[src/rtl/serial_subtractor.sv]
// Bit-serial subtractor: D = X - Y - borrowin, one bit per clock, LSB first,
// sequenced by a start/busy/done handshake around a single full-subtractor cell.
module serial_subtractor #(
    parameter int unsigned WIDTH = 4
) (
    input  logic             clk,
    input  logic             rst,
    input  logic             start,
    input  logic             borrowin,
    input  logic [WIDTH-1:0] X,
    input  logic [WIDTH-1:0] Y,
    output logic             busy,
    output logic             done,
    output logic [WIDTH-1:0] D,
    output logic             borrowout
);

    localparam int unsigned CW = $clog2(WIDTH + 1);

    typedef enum logic [1:0] {
        S_IDLE,
        S_SHIFT,
        S_DONE
    } state_t;

    state_t           state;
    logic [WIDTH-1:0] xs;
    logic [WIDTH-1:0] ys;
    logic [WIDTH-1:0] acc;
    logic [CW-1:0]    cnt;
    logic             b;

    logic             d;
    logic             b_next;
    logic [WIDTH-1:0] acc_next;

    // Full-subtractor cell on the operand LSBs; the difference bit enters at the
    // accumulator MSB so the result is fully assembled after WIDTH shifts.
    always_comb begin
        d        = xs[0] ^ ys[0] ^ b;
        b_next   = (~xs[0] & ys[0]) | (~(xs[0] ^ ys[0]) & b);
        acc_next = (acc >> 1) | (WIDTH'(d) << (WIDTH - 1));
    end

    always_ff @(posedge clk) begin
        if (rst) begin
            state     <= S_IDLE;
            xs        <= '0;
            ys        <= '0;
            acc       <= '0;
            cnt       <= '0;
            b         <= 1'b0;
            busy      <= 1'b0;
            done      <= 1'b0;
            D         <= '0;
            borrowout <= 1'b0;
        end else begin
            case (state)
                S_IDLE: begin
                    done <= 1'b0;
                    if (start) begin
                        xs    <= X;
                        ys    <= Y;
                        b     <= borrowin;
                        acc   <= '0;
                        cnt   <= '0;
                        busy  <= 1'b1;
                        state <= S_SHIFT;
                    end
                end
                S_SHIFT: begin
                    xs  <= xs >> 1;
                    ys  <= ys >> 1;
                    b   <= b_next;
                    acc <= acc_next;
                    cnt <= cnt + 1'b1;
                    if (cnt == CW'(WIDTH - 1)) begin
                        D         <= acc_next;
                        borrowout <= b_next;
                        busy      <= 1'b0;
                        done      <= 1'b1;
                        state     <= S_DONE;
                    end
                end
                S_DONE: begin
                    done  <= 1'b0;
                    state <= S_IDLE;
                end
                default: begin
                    busy  <= 1'b0;
                    done  <= 1'b0;
                    state <= S_IDLE;
                end
            endcase
        end
    end

endmodule
[config.mk]
export PLATFORM = sky130hd
export DESIGN_NAME = serial_subtractor
export DESIGN_NICKNAME = d
export VERILOG_FILES = /design/src/rtl/serial_subtractor.sv
export SDC_FILE = /design/constraint.sdc
export NUM_CORES = 1
export LEC_CHECK = 0
export CAP_MARGIN = 20
export CORE_MARGIN = 2
export CORE_UTILIZATION = 49
export CTS_BUF_LIST = sky130_fd_sc_hd__clkbuf_4 sky130_fd_sc_hd__clkbuf_8 sky130_fd_sc_hd__clkbuf_16
export DETAILED_ROUTE_END_ITERATION = 12
export PLACE_DENSITY = 0.76
export SYNTH_ARGS = -nofsm -noshare
export SYNTH_HDL_FRONTEND = slang
export SYNTH_SLANG_ARGS = --single-unit
[constraint.sdc]
create_clock -name clk -period 1.75 [get_ports clk]
set_input_delay 0.35 -clock clk [delete_from_list [all_inputs] [get_ports clk]]
set_output_delay 0.35 -clock clk [all_outputs]
set_load 0.005 [all_outputs]
==> out/results.tsv <==
stage	metric	value	unit
synth	synth_top_family_by_area	compound AO/OA/AOI/OAI gates	
synth	synthMuxAreaShare	0.0701	
synth	synth_xor_area_frac	0	
hold_path	min_path_type	reg -> reg	
setup_path	crit_arrival	1.21	ns
grt	first_global_vias	801	
grt	grt_use_met1	0.229	
route	detailroute.via_count	804	
setup_path	critPathMaxStageDelay	0.51	ns
timing	drv_slew	0	
setup_path	cp-start-kind	register	
route	firstDrtPassIters	4	
setup_path	cp_cell_sequence	clkdlybuf4s50_1	
final_layout	drive_gt1_frac	0.0656	
cts	clk_path_buf_depth	2	
synth	synthCells	105	
power	p_per_area	909	nW/um^2
synth	async_reset_ff_frac	0	
synth	ys.warnings.count	0	
timing	whs	0.462	ns
synth	synth_area_leader_cell	dfxtp_1	
setup_path	critPathCapture	busy	
power	irDropWorstVdd	666	uV
synth	synth_area	1000	sq um
timing	slew_headroom	0.709	
route	wirelength	1850	microns
synth	synthTopCellsByCount	dfxtp_1 (24), nor2_1 (15), a211oi_1 (8), a21oi_1 (7), mux2i_1 (7)	
timing	finalSetupViolCount	0	
cts	clk_pin_slew_worst_paths	0.13	ns
synth	synth_top_area_share	0.481	
setup_path	r2r_end	borrowout	
grt	grt_max_degree	25	
grt	grtUsageMet2	0.322	
power	power_frac_comb	0.129	
placed_design	hpwl	1330	microns
setup_path	worstSetupPathType	reg -> out	
synth	netlist-cell-type-count	24	
die	die_w	49.2	microns
die	coreArea	1940	sq um
placed_design	port_buffers	18	
grt	grt_pass1_wl	3450	microns
power	switchingPower	0.257	mW
synth	synth-compound-area-share	0.194	
setup_path	r2r_slack	0.36	ns
power	total_power	1.14	mW
route	ant_nets	0	
setup_path	cp.depth	1	
synth	synth-edff-count	0	
die	core.rowCount	16	
power	p_leak	0.476	nW
run_status	outcome	complete, no violations	
power	clkPwrFrac	0.348	
power	p_int	0.885	mW
timing	setup_tns	0	ns
setup_path	r2r_cells	4	
route	first_iter_violations	18	
cts	cts_hold_buf	0	
synth	syn_area_per_cell	9.52	sq um
route	drc	0	
die	die_height	49.2	microns
die	die_area	2420	sq um
cts	post_cts_buffers	0	
setup_path	required	1.40	ns
cts	cts_root_buf	clkbuf_4	
grt	grt_remaining_overflow	0	
synth	synth_fa_ha_area_frac	0.0451	
setup_path	critPathTopFamily	buffers and inverters	
setup_path	reg2reg_from	state[0]	
cts	cts_buffers	3	
setup_path	cp-end-kind	primary output	
synth	synth_seq_area_share	0.481	
final_layout	diodes	0	
timing	finalHoldViolations	0	
grt	antenna_found_initial	0	
synth	synthSimpleGateAreaFrac	0.163	
grt	grt.busiest_layer	met2	
run	drv_cap	0	
grt	grt_use_met3	0.0307	
cts	cts_sinks	24	
final_layout	fillers	177	
timing	rsz0062_at_grt	false	
timing	fmax	641	MHz
final_layout	nNetsFinal	138	
power	switching_share	0.225	
timing	min_period	1.56	ns
synth	syn_nets	120	
timing	clock_skew	0.00723	ns
cts	insertion_delay	0.31	ns
route	wl_per_cell	12.4	microns
die	io_pins	19	
setup_path	critPathMaxFanout	3	
cts	ctsResizeCount	0	
final_layout	syn_to_final_growth	25.8	%
power	pwr-share-seq	0.523	
die	floorplan.initialDensity	0.515	
timing	fin_crit_sh	0.892	
synth	ys.flop_type	dfxtp_1	
setup_path	slowest_stage	clkdlybuf4s50_1	
synth	yosys-top-cells-area	dfxtp_1 (48%), mux2i_1 (7.0%), a211oi_1 (6.0%)	
setup_path	path_buf_inv	1	
timing	worstMarginPinSlew	0.436	ns
cts	cts_tree	yes	
synth	synth-seq-cells	24	
grt	track_usage	0.182	
synth	synth_most_common_cell	dfxtp_1	
cts	htreeDepth	1	
setup_path	crit_path_start	busy	
placed_design	gp_congestion	0.744	
route	vias_per_cell	5.40	
area by class of cell:
cell class | instances | area, sq um | area share
sequential | 24 | 480 | 0.382
multi-input combinational | 71 | 472 | 0.375
timing repair buffer | 20 | 208 | 0.165
tap | 27 | 33.8 | 0.0269
clock inverter | 1 | 30.0 | 0.0239
clock buffer | 3 | 22.5 | 0.0179
inverter | 3 | 11.3 | 0.00896
power by group through the flow:
stage / registers (mW) / logic (mW) / clock network, mW
6_report: 0.598 / 0.147 / 0.397
5_1_grt: 0.603 / 0.168 / 0.437
4_1_cts: 0.599 / 0.149 / 0.403
3_5_place_dp: 0.610 / 0.148 / 0
3_3_place_gp: 0.609 / 0.144 / 0
2_1_floorplan: 0.600 / 0.101 / 0
routing by layer:
layer / routed length [microns] / vias up / part of all wire
met1: 802 / 386 / 0.43
met2: 973 / 12 / 0.53
met5: 0 / - / 0
met3: 59 / 2 / 0.032
li1: - / 404 / -
met4: 17 / 0 / 0.0092
sequential cells by signal, summed over array words and instances (netlist names):
register,flops
done,1
borrowout,1
cnt,3
state,2
acc,3
ys,4
b,1
D,4
busy,1
xs,4
worst min-delay path by stage:
stage / startpoint / to / slack [ns] / cells after the start
global route: D[3] / D[3] / 0.48 / 2
finish: D[3] / D[3] / 0.46 / 2
detailed placement: D[3] / D[3] / 0.45 / 2
global placement: D[3] / D[3] / 0.44 / 2
floorplan: rst / borrowout / 0.42 / 1
CTS: D[1] / D[1] / 0.47 / 2
stage by stage:
| stage | setup WS [ns] | std cells | cell area, sq um | utilization |
|---|---|---|---|---|
| global route | 0.142 | 149 | 1260 | 0.648 |
| global placement | 0.199 | 145 | 1200 | 0.620 |
| finish | 0.189 | 149 | 1260 | 0.648 |
| CTS | 0.176 | 149 | 1260 | 0.648 |
| detailed placement | 0.159 | 145 | 1200 | 0.620 |
| floorplan | 0.456 | 105 | 1000 | - |
cell families after synthesis:
family | count (synthesis)
AO/OA/AOI/OAI | 27
adder cells (fa/ha/maj) | 3
buffers and inverters | 10
flip-flops | 24
AND/OR/NAND/NOR | 34
multiplexers | 7
placed cells by master (no fill, tap or decap):
cell type / netlist / final
nand3b_1: 1 / 1
clkbuf_4: 0 / 3
nor3b_1: 2 / 2
mux2i_1: 7 / 7
fa_1: 1 / 1
a2bb2oi_1: 1 / 1
nand3_1: 4 / 4
buf_4: 2 / 1
nor3_1: 1 / 1
o21ba_2: 1 / 1
nor2b_1: 1 / 1
a21o_1: 2 / 2
nand2b_1: 6 / 6
dfxtp_1: 24 / 24
clkdlybuf4s50_1: 0 / 18
bufinv_16: 0 / 1
a311oi_1: 1 / 1
a211oi_1: 8 / 8
nor2_1: 15 / 15
buf_12: 0 / 1
nand2_1: 4 / 4
ha_1: 2 / 2
inv_1: 3 / 3
o21bai_2: 1 / 1
a21oi_1: 7 / 7
a22oi_1: 6 / 6
Power figures use the tool's default switching activity.
